===== src/rtl/fpu_flag_accum_if.sv =====
// Issue/completion/commit/CSR bundle between the FPU pipelines and the flag accumulator.
// The slave side is the accumulator; the master side drives allocations, completions and commits.
interface fpu_flag_accum_if #(
    parameter int NCH  = 3,
    parameter int TAGW = 2
);
    logic                  AllocValid;
    logic                  AllocReady;
    logic [TAGW-1:0]       AllocTag;
    logic [NCH-1:0]        DoneValid;
    logic [NCH*TAGW-1:0]   DoneTag;
    logic [NCH*5-1:0]      DoneFlg;
    logic                  CommitReady;
    logic                  Commit;
    logic                  Flush;
    logic                  CSRWe;
    logic [4:0]            CSRWdata;
    logic [4:0]            FFlags;
    logic                  FlagEvent;
    logic [TAGW:0]         Count;

    modport master (
        output AllocValid, DoneValid, DoneTag, DoneFlg, Commit, Flush, CSRWe, CSRWdata,
        input  AllocReady, AllocTag, CommitReady, FFlags, FlagEvent, Count
    );

    modport slave (
        input  AllocValid, DoneValid, DoneTag, DoneFlg, Commit, Flush, CSRWe, CSRWdata,
        output AllocReady, AllocTag, CommitReady, FFlags, FlagEvent, Count
    );
endinterface


===== src/rtl/fpu_flag_accum.sv =====
// In-order FP exception-flag accumulator: out-of-order completions, in-order retire into sticky fflags (1-cycle update).
// Backpressure: AllocReady drops when all DEPTH entries are pending; commits only take a valid, done head.
module fpu_flag_accum #(
    parameter int NCH   = 3,
    parameter int DEPTH = 4,
    parameter int TAGW  = $clog2(DEPTH)
) (
    input  logic              clk,
    input  logic              reset_n,
    fpu_flag_accum_if.slave   bus
);

    localparam logic [TAGW:0] PTR_ONE = {{TAGW{1'b0}}, 1'b1};

    logic [TAGW:0]          head_q, head_d;
    logic [TAGW:0]          tail_q, tail_d;
    logic [DEPTH-1:0]       valid_q, valid_d;
    logic [DEPTH-1:0]       done_q, done_d;
    logic [DEPTH-1:0][4:0]  flg_q, flg_d;
    logic [4:0]             fflags_q, fflags_d;
    logic                   flag_event_q, flag_event_d;

    logic [TAGW-1:0]        head_idx;
    logic [TAGW-1:0]        tail_idx;
    logic [TAGW-1:0]        done_tag;
    logic                   full;
    logic                   commit_ready;
    logic                   retire;
    logic                   do_alloc;
    logic [4:0]             cf;

    assign head_idx     = head_q[TAGW-1:0];
    assign tail_idx     = tail_q[TAGW-1:0];
    assign full         = (head_q[TAGW] != tail_q[TAGW]) && (head_idx == tail_idx);
    assign commit_ready = valid_q[head_idx] & done_q[head_idx];
    assign retire       = bus.Commit & commit_ready;
    assign do_alloc     = bus.AllocValid & ~full & ~bus.Flush;
    assign cf           = flg_q[head_idx];

    always_comb begin
        valid_d  = valid_q;
        done_d   = done_q;
        flg_d    = flg_q;
        head_d   = head_q;
        tail_d   = tail_q;
        done_tag = '0;

        // Several channels may hit the same tag; accumulating into flg_d ORs them all.
        for (int i = 0; i < NCH; i++) begin
            done_tag = bus.DoneTag[i*TAGW +: TAGW];
            if (!bus.Flush && bus.DoneValid[i] && valid_q[done_tag]) begin
                done_d[done_tag] = 1'b1;
                flg_d[done_tag]  = flg_d[done_tag] | bus.DoneFlg[i*5 +: 5];
            end
        end

        if (do_alloc) begin
            valid_d[tail_idx] = 1'b1;
            done_d[tail_idx]  = 1'b0;
            flg_d[tail_idx]   = 5'b00000;
            tail_d            = tail_q + PTR_ONE;
        end

        if (retire) begin
            valid_d[head_idx] = 1'b0;
            head_d            = head_q + PTR_ONE;
        end

        // Flush keeps the same-cycle retirement, then collapses the tail onto the new head.
        if (bus.Flush) begin
            valid_d = '0;
            done_d  = '0;
            tail_d  = head_d;
        end
    end

    always_comb begin
        fflags_d     = fflags_q;
        flag_event_d = retire & ~bus.CSRWe & (|(cf & ~fflags_q));
        if (bus.CSRWe) begin
            fflags_d = bus.CSRWdata;
        end else if (retire) begin
            fflags_d = fflags_q | cf;
        end
    end

    always_ff @(posedge clk or negedge reset_n) begin
        if (!reset_n) begin
            head_q       <= '0;
            tail_q       <= '0;
            valid_q      <= '0;
            done_q       <= '0;
            flg_q        <= '0;
            fflags_q     <= 5'b00000;
            flag_event_q <= 1'b0;
        end else begin
            head_q       <= head_d;
            tail_q       <= tail_d;
            valid_q      <= valid_d;
            done_q       <= done_d;
            flg_q        <= flg_d;
            fflags_q     <= fflags_d;
            flag_event_q <= flag_event_d;
        end
    end

    assign bus.AllocReady  = ~full;
    assign bus.AllocTag    = tail_idx;
    assign bus.CommitReady = commit_ready;
    assign bus.Count       = tail_q - head_q;
    assign bus.FFlags      = fflags_q;
    assign bus.FlagEvent   = flag_event_q;

endmodule

===== src/flat_wrapper.sv =====
// flat-port wrapper written by rule: the top's interface ports become plain ports
module fpu_flag_accum_flat 
#(
    parameter int NCH   = 3,
    parameter int DEPTH = 4,
    parameter int TAGW  = $clog2(DEPTH)
)
  (clk, reset_n, bus_AllocValid, bus_DoneValid, bus_DoneTag, bus_DoneFlg, bus_Commit, bus_Flush, bus_CSRWe, bus_CSRWdata, bus_AllocReady, bus_AllocTag, bus_CommitReady, bus_FFlags, bus_FlagEvent, bus_Count);
  fpu_flag_accum_if #(.NCH(NCH), .TAGW(TAGW)) bus_i ();
  input  logic clk;
  input  logic reset_n;
  input wire logic [$bits(bus_i.AllocValid)-1:0] bus_AllocValid;
  input wire logic [$bits(bus_i.DoneValid)-1:0] bus_DoneValid;
  input wire logic [$bits(bus_i.DoneTag)-1:0] bus_DoneTag;
  input wire logic [$bits(bus_i.DoneFlg)-1:0] bus_DoneFlg;
  input wire logic [$bits(bus_i.Commit)-1:0] bus_Commit;
  input wire logic [$bits(bus_i.Flush)-1:0] bus_Flush;
  input wire logic [$bits(bus_i.CSRWe)-1:0] bus_CSRWe;
  input wire logic [$bits(bus_i.CSRWdata)-1:0] bus_CSRWdata;
  output wire logic [$bits(bus_i.AllocReady)-1:0] bus_AllocReady;
  output wire logic [$bits(bus_i.AllocTag)-1:0] bus_AllocTag;
  output wire logic [$bits(bus_i.CommitReady)-1:0] bus_CommitReady;
  output wire logic [$bits(bus_i.FFlags)-1:0] bus_FFlags;
  output wire logic [$bits(bus_i.FlagEvent)-1:0] bus_FlagEvent;
  output wire logic [$bits(bus_i.Count)-1:0] bus_Count;
  assign bus_i.AllocValid = bus_AllocValid;
  assign bus_i.DoneValid = bus_DoneValid;
  assign bus_i.DoneTag = bus_DoneTag;
  assign bus_i.DoneFlg = bus_DoneFlg;
  assign bus_i.Commit = bus_Commit;
  assign bus_i.Flush = bus_Flush;
  assign bus_i.CSRWe = bus_CSRWe;
  assign bus_i.CSRWdata = bus_CSRWdata;
  assign bus_AllocReady = bus_i.AllocReady;
  assign bus_AllocTag = bus_i.AllocTag;
  assign bus_CommitReady = bus_i.CommitReady;
  assign bus_FFlags = bus_i.FFlags;
  assign bus_FlagEvent = bus_i.FlagEvent;
  assign bus_Count = bus_i.Count;
  fpu_flag_accum #(.NCH(NCH), .DEPTH(DEPTH), .TAGW(TAGW)) u_core (.clk(clk), .reset_n(reset_n), .bus(bus_i));
endmodule

===== config.mk =====
export PLATFORM = sky130hd
export DESIGN_NAME = fpu_flag_accum_flat
export DESIGN_NICKNAME = d
export VERILOG_FILES = /design/src/rtl/fpu_flag_accum_if.sv /design/src/rtl/fpu_flag_accum.sv /design/src/flat_wrapper.sv
export SDC_FILE = /design/constraint.sdc
export NUM_CORES = 1
export LEC_CHECK = 0
export CAP_MARGIN = 40
export CORE_ASPECT_RATIO = 1.5
export CORE_MARGIN = 1.5
export CORE_UTILIZATION = 35
export DETAILED_ROUTE_END_ITERATION = 6
export SLEW_MARGIN = 15
export SYNTH_ARGS = -nofsm -noshare
export SYNTH_HDL_FRONTEND = slang
export SYNTH_SLANG_ARGS = --single-unit

===== constraint.sdc =====
create_clock -name clk -period 2.46 [get_ports clk]
set_input_delay 0.369 -clock clk [delete_from_list [all_inputs] [get_ports clk]]
set_output_delay 0.369 -clock clk [all_outputs]
set_load 0.05 [all_outputs]

* Yosys cells after proc, flatten, opt, wreduce, memory -nomap -nowiden *
Cells that the tools add are included.

operators by class
  $add $sub $neg = 3
  multiply operators = 0
  div/mod/pow operators = 0
  order comparisons = 10
  equal/unequal tests = 2
  shift-type cells = 0
  mux-type cells = 56
  bitwise operators = 25
  reductions and logical operators = 16

operators by type and width
  operator                                                                             number
  20-bit 2-to-1 mux                                                                    4
  20-bit bitwise mux                                                                   3
  5-bit 2-to-1 mux                                                                     10
  5-bit binary-select mux with 2-bit select                                            4
  5-bit demux with 2-bit select                                                        4
  4-bit 2-to-1 mux                                                                     8
  20-bit AND                                                                           1
  20-bit inverter                                                                      1
  5-bit OR                                                                             4
  4-bit OR                                                                             4
  2-bit by 3-bit less-than comparator with 1-bit output, second input constant         5
  1-bit logical AND                                                                    12
  1-bit binary-select mux with 2-bit select                                            5
  1-bit demux with 2-bit select                                                        5
  2-bit by 1-bit greater-or-equal comparator with 1-bit output, second input constant  5
  1-bit 2-to-1 mux                                                                     10
  3-bit 2-to-1 mux                                                                     3
  4-bit AND                                                                            2
  4-bit inverter                                                                       2
  3-bit by 1-bit adder with 3-bit output, second input constant                        2
  1-bit AND                                                                            6
  5-bit AND                                                                            1
  5-bit inverter                                                                       1
  5-bit OR reduction                                                                   1
  other kinds (6)                                                                      9

storage, ports and cells
  bits in registers = 40
  bits in latches = 0
  memory bits (writable) = 0
  ROM bits = 0
  word-level logic and storage cells = 122
  memories = 0

* Depth between registers and ports, before layout *
Gate-level depths: netlist of run 1.

  word-level depth = 18
  gate-level depth with buffers = 7
  mapped depth without buffers = 6

* Least setup slack after synthesis of run 1 *
No wires, ideal clock.

  path type = register -> output
  start point = register u_core.tail_q[0]
  end point = output bus_Count[2]
  arrival time = 1.855 ns
  path slack = 0.236 ns
  stages on the path, launching flop included = 5
  path buffers = 0
  path through = dfrtp_1 inv_1 ha_1 fa_1 xor2_1

on the way
  longest elaborated chain between the ends = 1

RTL lines
  element                 RTL line               source
  start, declared         fpu_flag_accum.sv:16   logic [TAGW:0] tail_q, tail_d;
  start signal, assigned  fpu_flag_accum.sv:98   tail_q <= tail_d;
  3-bit subtractor        fpu_flag_accum.sv:110  assign bus.Count = tail_q - head_q;
  end, declared           flat_wrapper.sv:25     output wire logic [$bits(bus_i.Count)-1:0] bus_Count;

No other way between the ends.

* Final worst setup path of run 1 *
Same ends and word-level chain as after synthesis.

==> flow_summary.rst, run 1 <==
.. list-table::
   :header-rows: 1

   * - Metric
     - Value
   * - Total Routing Usage GR
     - 21.8%
   * - Cell area after placement
     - 3220 um2
   * - Clk pin slew, worst setup/hold paths
     - 0.08 ns
   * - Count of TritonRoute iterations in the first routing pass
     - 7
   * - Power per cell area
     - 676 nW/um2
   * - Core outline area
     - 7180 um2
   * - Maximum net fanout on the critical path
     - 4
   * - Share of synthesized cell area in and, or, nand and nor gates
     - 16.9%
   * - Top cells by area, synth
     - sky130_fd_sc_hd__dfrtp_1 (39%), sky130_fd_sc_hd__a21oi_1 (6.7%), sky130_fd_sc_hd__mux4_1 (5.1%), sky130_fd_sc_hd__ha_1 (4.9%), sky130_fd_sc_hd__a22oi_1 (3.2%)
   * - Largest stage delay on the critical path
     - 0.43 ns
   * - Data arrival time of the worst path
     - 1.94 ns
   * - Fin nets
     - 363
   * - Worst-margin pin slew
     - 0.494 ns
   * - Critical Path Start
     - u_core.tail_q[0]$_DFFE_PN0P_
   * - Ys flop type
     - sky130_fd_sc_hd__dfrtp_1
   * - Count of antenna-violating nets left after detailed routing
     - 0
   * - N_diodes
     - 0
   * - Clock tree from TritonCTS
     - done
   * - Leakage power total
     - 0.00147 uW
   * - Most frequent cells after synthesis
     - sky130_fd_sc_hd__dfrtp_1 (40), sky130_fd_sc_hd__a21oi_1 (34), sky130_fd_sc_hd__nand2_1 (22)
   * - Run status
     - complete, no violations
   * - Most area-hungry cell type in the Yosys netlist
     - sky130_fd_sc_hd__dfrtp_1
   * - FFs w/ async S/R, synth
     - 100%
   * - IO Port Bufs
     - 47
   * - Combined area of all synthesized cells
     - 2560 um2
   * - Synth Net Count
     - 308
   * - Area fraction in compound gates after synthesis
     - 20.2%
   * - CTS Root Buffer Type
     - sky130_fd_sc_hd__clkbuf_8
   * - Maximum clock skew at final layout
     - 0.00902 ns
   * - Worst-path cell chain
     - inv_1 > ha_1 > fa_1 > xor2_1 > buf_12
   * - Required time worst endpoint
     - 2.09 ns
   * - Crit path launch type
     - register
   * - Path class of the lowest-slack min-delay path
     - primary input to asynchronous set/reset pin
   * - Number of antenna violations at the first check in global routing
     - 0
   * - Die Ht
     - 108 um
   * - Detailed-route DRC error count
     - 0
   * - Final instance area
     - 3320 um2
   * - Number of failing setup endpoints in the final timing report
     - 0
   * - Per-instance average area after synthesis
     - 9.77 um2
   * - WL/cell
     - 19.1 um
   * - Largest buffer count on any clock path
     - 2
   * - Fraction of synthesized cell area taken by the top area cell type
     - 39.1%
   * - Postcts setup bufs
     - 0
   * - Final Util
     - 46.2%
   * - HPWL after detailed placement
     - 5930 um
   * - Number of sinks driven by the clock tree
     - 40
   * - Kind of end point of the critical path
     - output port
   * - Fin Setup TNS
     - 0 ns
   * - Fraction of the cycle the final worst path needs
     - 93.9%
   * - Count of flip-flops with a built-in enable after synthesis
     - 0
   * - Total of fill cells in the finished design
     - 674
   * - Effective utilization at floorplan
     - 35.6%
   * - Pins over their slew limit
     - 0
   * - First-pass GRT wire length
     - 12600 um
   * - Width of the chip
     - 72.8 um
   * - Crit Path Class
     - register to output port
   * - Maximum capacitance violations
     - 0
   * - Number of vias per cell
     - 5.56
   * - Die ar.
     - 7840 um2
   * - Area Growth Syn to Fin
     - 29.7%
   * - Row count
     - 38
   * - Fraction of layout instances using a drive strength above 1
     - 12.9%
   * - Post-synthesis xor/xnor area fraction
     - 2.35%
   * - Adder and majority gate portion of the synthesized area
     - 5.67%
   * - Total wire length after detailed routing
     - 7960 um
   * - Overflow after GRT
     - 0
   * - Relative max-transition margin
     - 66.9%
   * - Clock period minus worst slack
     - 2.31 ns
   * - H-tree depth reported by CTS
     - 2
   * - Via count
     - 2325
   * - Most used standard cell by instance count after synthesis
     - sky130_fd_sc_hd__dfrtp_1
   * - Gate count of the mapped netlist
     - 262
   * - Largest net degree at the start of global routing
     - 20
   * - Clock insertion delay at the later pin of the skew report
     - 0.30 ns
   * - Area occupied by multi-input gates
     - 1400 um2
   * - Critical-path top delay cell
     - sky130_fd_sc_hd__dfrtp_1
   * - First-iteration detailed-routing DRC count
     - 235
   * - Ports placed on the boundary
     - 48
   * - Via count of the first global-routing pass
     - 2396
   * - Synthesis-stage register bit count
     - 40
   * - Max Freq
     - 0.433 GHz
   * - Proportion of synthesized area in mux cells
     - 9.44%
   * - Dominant combinational cell family by area after synthesis
     - compound AO/OA/AOI/OAI gates
   * - Peak supply drop
     - 0.430 mV
   * - Total of warnings raised by yosys
     - 0
   * - Weighted congestion reported at the end of routability-driven placement
     - 0.904
   * - Setup repair after global routing missed its margin
     - false
   * - Sequential standard cell area
     - 1000 um2
   * - Yosys cell types
     - 51
   * - Number of CTS-inserted buffers
     - 5
   * - Reg-to-Reg Start
     - u_core.head_q[0]$_DFF_PN0_
   * - Number of failing hold endpoints at the final stage
     - 0
   * - Sequential fraction of the synthesis area
     - 39.1%
[sequential cells by signal, summed over array words and instances (netlist names)]
name                  flops
u_core.valid_q            4
u_core.done_q             4
u_core.bus.FFlags         5
u_core.bus.FlagEvent      1
u_core.tail_q             3
u_core.flg_q             20
u_core.head_q             3
[per-layer routing]
metal	vias to the layer above	GRT usage, %	wire [um]
li1	1071	-	-
met1	1115	23.7	2930
met2	119	39.7	4220
met3	20	3.18	559
met4	0	11.6	261
met5	-	0	0
[worst max-delay path: cells and delay by family, from the launching register on]
family	cells	cell delay [ns]
buffers and inverters	2	0.31
adder cells (fa/ha/maj)	2	0.64
flip-flops	1	0.43
XOR/XNOR	1	0.27
[placed cells by master, fill, tap and decap left out, types with 3 or more instances in the layout]
master | Yosys | routed
sky130_fd_sc_hd__a211oi_1 | 6 | 6
sky130_fd_sc_hd__a21o_1 | 3 | 3
sky130_fd_sc_hd__a21oi_1 | 34 | 34
sky130_fd_sc_hd__a221oi_1 | 9 | 9
sky130_fd_sc_hd__a22oi_1 | 11 | 11
sky130_fd_sc_hd__a31oi_1 | 3 | 3
sky130_fd_sc_hd__and3_1 | 3 | 3
sky130_fd_sc_hd__buf_12 | 0 | 3
sky130_fd_sc_hd__buf_4 | 2 | 18
sky130_fd_sc_hd__clkbuf_8 | 0 | 6
sky130_fd_sc_hd__clkdlybuf4s50_1 | 0 | 41
sky130_fd_sc_hd__dfrtp_1 | 40 | 39
sky130_fd_sc_hd__ha_1 | 10 | 10
sky130_fd_sc_hd__inv_1 | 20 | 20
sky130_fd_sc_hd__mux2i_1 | 5 | 5
sky130_fd_sc_hd__mux4_1 | 5 | 5
sky130_fd_sc_hd__nand2_1 | 22 | 22
sky130_fd_sc_hd__nand2b_1 | 7 | 7
sky130_fd_sc_hd__nand3_1 | 4 | 4
sky130_fd_sc_hd__nor2_1 | 6 | 6
sky130_fd_sc_hd__nor2b_1 | 5 | 5
sky130_fd_sc_hd__nor3_1 | 8 | 8
sky130_fd_sc_hd__nor4_1 | 6 | 6
sky130_fd_sc_hd__o21ai_0 | 4 | 4
sky130_fd_sc_hd__xor2_1 | 3 | 3
[stage by stage]
step	hold slack (ns)	power, uW	cells	setup WS (ns)
after floorplan	0.0734	1460	262	0.236
after global placement	0.267	1780	409	0.196
after detailed placement	0.271	1780	409	0.134
after CTS	0.484	2260	418	0.0431
after global routing	0.491	2370	418	0.0644
final	0.472	2240	418	0.150
[what timing repair did]
action | in CTS | in global routing
endpoints found under the hold margin | 10 | 0
gates resized for setup | 0 | 1
hold buffers | 1 | 0
endpoints found under the setup margin | 0 | 1
[path summary, 6_finish.rpt]
| kind | to | slack (ns) | cells after the start |
|---|---|---|---|
| min | u_core.bus.FlagEvent$_DFF_PN0_ | 0.47 | 2 |
| min in group clk | u_core.flg_q[6]$_DFF_PN0_ | 0.55 | 2 |
| max reg2reg | u_core.tail_q[2]$_DFFE_PN0P_ | 0.48 | 5 |
| max | bus_Count[2] | 0.15 | 5 |
| max in group asynchronous | u_core.flg_q[1]$_DFF_PN0_ | 1.42 | 3 |
| min reg2reg | u_core.flg_q[6]$_DFF_PN0_ | 0.55 | 2 |
[layout make-up]
| type | instances | share of cell area [%] |
|---|---|---|
| Timing Repair Buffer | 64 | 18.7 |
| Tap cell | 100 | 3.77 |
| Inverter | 21 | 2.45 |
| Multi-Input combinational cell | 185 | 42.1 |
| Clock inverter | 2 | 0.302 |
| Clock buffer | 6 | 2.49 |
| Sequential cell | 40 | 30.2 |
[where the power goes]
group	switching [uW]	leakage [uW]	internal (uW)
Combinational	452	0.000896	404
Sequential	125	0.000520	795
Clock	243	0.0000510	224
Total	820	0.00147	1420
[logic make-up after synthesis]
kind of cell,count (synthesis)
compound gates,80
xor+xnor,6
buf+inv,37
mux,13
flops,40
simple gates,75
fa+ha+maj,11
Power figures use the tool's default switching activity.
==> run 2: changes to the inputs <==
--- a/config.mk
+++ b/config.mk
@@ -10,7 +10,6 @@
 export CORE_MARGIN = 1.5
 export CORE_UTILIZATION = 35
 export DETAILED_ROUTE_END_ITERATION = 6
-export SLEW_MARGIN = 15
 export SYNTH_ARGS = -nofsm -noshare
 export SYNTH_HDL_FRONTEND = slang
 export SYNTH_SLANG_ARGS = --single-unit
==> constraint.sdc (replaced) <==
create_clock -name clk -period 2.6 [get_ports clk]
set_input_delay 0.39 -clock clk [delete_from_list [all_inputs] [get_ports clk]]
set_output_delay 0.39 -clock clk [all_outputs]
set_load 0.05 [all_outputs]
==> flow_summary.rst, run 2 (synthesis gave the netlist of run 1 again) <==
.. list-table::
   :header-rows: 1

   * - Metric
     - Value
   * - Row count
     - 38 (unchanged)
   * - Number of vias per cell
     - 5.53 (-0.53%)
   * - Peak supply drop
     - 0.479 mV (+11%)
   * - Run status
     - complete, no violations
   * - Most used cells in the layout excluding fill and tap cells
     - sky130_fd_sc_hd__clkdlybuf4s50_1 (42), sky130_fd_sc_hd__dfrtp_1 (40), sky130_fd_sc_hd__a21oi_1 (34)
   * - Crit Path Class
     - register to output port
   * - Relative max-transition margin
     - 66.6% (-0.34 points)
   * - Detailed-route DRC error count
     - 0 (unchanged)
   * - Largest stage delay on the critical path
     - 0.79 ns (+0.36 ns)
   * - Worst-path cell chain
     - inv_1 > ha_1 > inv_1 > clkdlybuf4s50_1
   * - Largest buffer count on any clock path
     - 2 (unchanged)
   * - Die Ht
     - 108 um (unchanged)
   * - Critical path buffer and inverter count
     - 3 (+1)
   * - Reg-to-Reg Start
     - u_core.tail_q[0]$_DFFE_PN0P_
   * - Number of placed instances with taps included
     - 406 (-0.73%)
   * - Number of antenna violations at the first check in global routing
     - 0 (unchanged)
   * - Data arrival time of the worst path
     - 2.05 ns (+0.11 ns)
   * - Kind of end point of the critical path
     - output port
   * - Maximum clock skew at final layout
     - 0.00672 ns (-0.00231 ns)
   * - Number of failing hold endpoints at the final stage
     - 0 (unchanged)
   * - N_diodes
     - 0 (unchanged)
   * - Power per cell area
     - 635 nW/um2 (-6.0%)
   * - Maximum capacitance violations
     - 0 (unchanged)
   * - Critical-path top delay cell
     - sky130_fd_sc_hd__clkdlybuf4s50_1
   * - Largest Register
     - u_core.flg_q
   * - CTS hold repair buffers
     - 0 (-1)
   * - Effective utilization at floorplan
     - 35.6% (unchanged)
   * - Setup repair after global routing missed its margin
     - false
   * - Largest register FFs
     - 20 (unchanged)
   * - Post-route insts no fill
     - 413 (-1.2%)
   * - Area Growth Syn to Fin
     - 28.6%
   * - Pins over their slew limit
     - 0 (unchanged)
   * - HPWL after detailed placement
     - 5920 um (-0.24%)
   * - Count of antenna-violating nets left after detailed routing
     - 0 (unchanged)
   * - Fin nets
     - 359 (-1.1%)
   * - Count of TritonRoute iterations in the first routing pass
     - 4 (-3)
   * - Weighted congestion reported at the end of routability-driven placement
     - 0.913 (+1.0%)
   * - Most common cell after layout, fill and taps aside
     - sky130_fd_sc_hd__clkdlybuf4s50_1
   * - IO Port Bufs
     - 47 (unchanged)
   * - Leakage power total
     - 0.00144 uW (-1.8%)
   * - Critical Path Start
     - u_core.tail_q[0]$_DFFE_PN0P_
   * - Clock period minus worst slack
     - 2.44 ns
   * - Depth of the worst register-to-register path
     - 7 (+2)
   * - Via count
     - 2285 (-1.7%)
   * - Width of the chip
     - 72.8 um (unchanged)
   * - CTS Root Buffer Type
     - sky130_fd_sc_hd__clkbuf_8
   * - Number of resized instances in the post-cts repair step
     - 0 (unchanged)
   * - Flop2flop setup slack
     - 0.49 ns (about the same)
   * - Path class of the lowest-slack min-delay path
     - primary input to asynchronous set/reset pin
   * - Critical R2R Capture
     - u_core.flg_q[18]$_DFF_PN0_
   * - Largest net degree at the start of global routing
     - 27 (+35%)
   * - Largest delay contributor family on the critical path
     - buffers and inverters
   * - Overflow after GRT
     - 0 (unchanged)
   * - Number of sinks driven by the clock tree
     - 40 (unchanged)
   * - Worst-margin pin slew
     - 0.499 ns (+0.00501 ns)
   * - Total wire length after detailed routing
     - 7710 um (-3.2%)
   * - Fraction of the cycle the final worst path needs
     - 93.9%
   * - Final Util
     - 45.8% (-0.42 points)
   * - Die ar.
     - 7840 um2 (unchanged)
   * - Clock tree from TritonCTS
     - done
   * - Clk pin slew, worst setup/hold paths
     - 0.08 ns (about the same)
   * - First-iteration detailed-routing DRC count
     - 248 (+5.5%)
   * - Total Routing Usage GR
     - 20.8% (-0.97 points)
   * - WL/cell
     - 18.7 um (-2.1%)
   * - First-pass GRT wire length
     - 12200 um (-3.1%)
   * - Crit path launch type
     - register
   * - Fraction of layout instances using a drive strength above 1
     - 11.2% (-1.7 points)
   * - Maximum net fanout on the critical path
     - 4 (unchanged)
   * - H-tree depth reported by CTS
     - 2 (unchanged)
   * - Max Freq
     - 0.410 GHz
   * - Postcts setup bufs
     - 0 (unchanged)
   * - Cell type with the highest occurrence count on the critical path
     - sky130_fd_sc_hd__inv_1
   * - Ports placed on the boundary
     - 48 (unchanged)
   * - Number of CTS-inserted buffers
     - 5 (unchanged)
   * - Fin Setup TNS
     - 0 ns (unchanged)
   * - Clock insertion delay at the later pin of the skew report
     - 0.29 ns (about the same)
   * - Required time worst endpoint
     - 2.21 ns (+0.12 ns)
   * - Number of failing setup endpoints in the final timing report
     - 0 (unchanged)
   * - Core outline area
     - 7180 um2 (unchanged)
   * - Via count of the first global-routing pass
     - 2394 (-0.083%)
-- run 2: changes by cell type in the layout (fill, tap and decap cells not counted) --
cell                              change
sky130_fd_sc_hd__buf_12               +1
sky130_fd_sc_hd__clkinv_2             -1
sky130_fd_sc_hd__clkinvlp_4           +1
sky130_fd_sc_hd__dlygate4sd3_1        -1
sky130_fd_sc_hd__dfrtp_2              -1
sky130_fd_sc_hd__dfrtp_1              +1
sky130_fd_sc_hd__clkdlybuf4s50_1      +1
sky130_fd_sc_hd__clkbuf_8             -1
sky130_fd_sc_hd__buf_4                -5
-- run 2: per-layer routing --
metal / part of all wire, % / global-route usage, % / wire length [um]
met3: 5.9 / 3.84 / 456
met4: 3.7 / 12.4 / 286
met2: 55 / 37.9 / 4220
met5: 0 / 0 / 0
met1: 36 / 21.5 / 2750
-- run 2: cell type report --
class | instances | area (um2)
Fill cell | 719 | 3890
Multi-Input combinational cell | 185 | 1400
Sequential cell | 40 | 1000
Timing Repair Buffer | 60 | 603
Tap cell | 100 | 125
Inverter | 21 | 81.3
Clock buffer | 5 | 68.8
Clock inverter | 2 | 12.5
-- run 2: stage by stage --
step	hold WS [ns]	total power, uW	worst slack [ns]	instance area, um2
global route	0.0329	2210	0.0552	3290
detailed placement	0.334	1700	0.333	3210
CTS	0.0185	2100	0.146	3290
floorplan	0.0944	1380	0.355	2560
finish	0.0163	2090	0.160	3290
global placement	0.516	1690	0.332	3190
-- run 2: worst max path at each step --
stage	to	slack, ns	cells after the start
after floorplan	bus_Count[2]	0.35	4
after global placement	u_core.flg_q[13]$_DFF_PN0_	0.33	6
after detailed placement	u_core.flg_q[18]$_DFF_PN0_	0.33	6
after CTS	bus_Count[0]	0.15	4
after global routing	bus_Count[0]	0.06	4
final	bus_Count[0]	0.16	4
-- run 2: power by group --
part	leakage [uW]	internal (uW)	total, uW	switching [uW]
combinational	0.000880	385	834	449
clock	0.0000400	182	403	221
sequential	0.000521	752	854	102
-- run 2: worst reg2reg max path, stage by stage, from the launching register on --
cell and delay [ns]:
sky130_fd_sc_hd__dfrtp_1 0.42, sky130_fd_sc_hd__inv_1 0.12, sky130_fd_sc_hd__ha_1 0.36, sky130_fd_sc_hd__a311oi_1 0.28
sky130_fd_sc_hd__buf_4 0.19, sky130_fd_sc_hd__and2_1 0.38, sky130_fd_sc_hd__nand3b_1 0.17, sky130_fd_sc_hd__o31ai_1 0.07
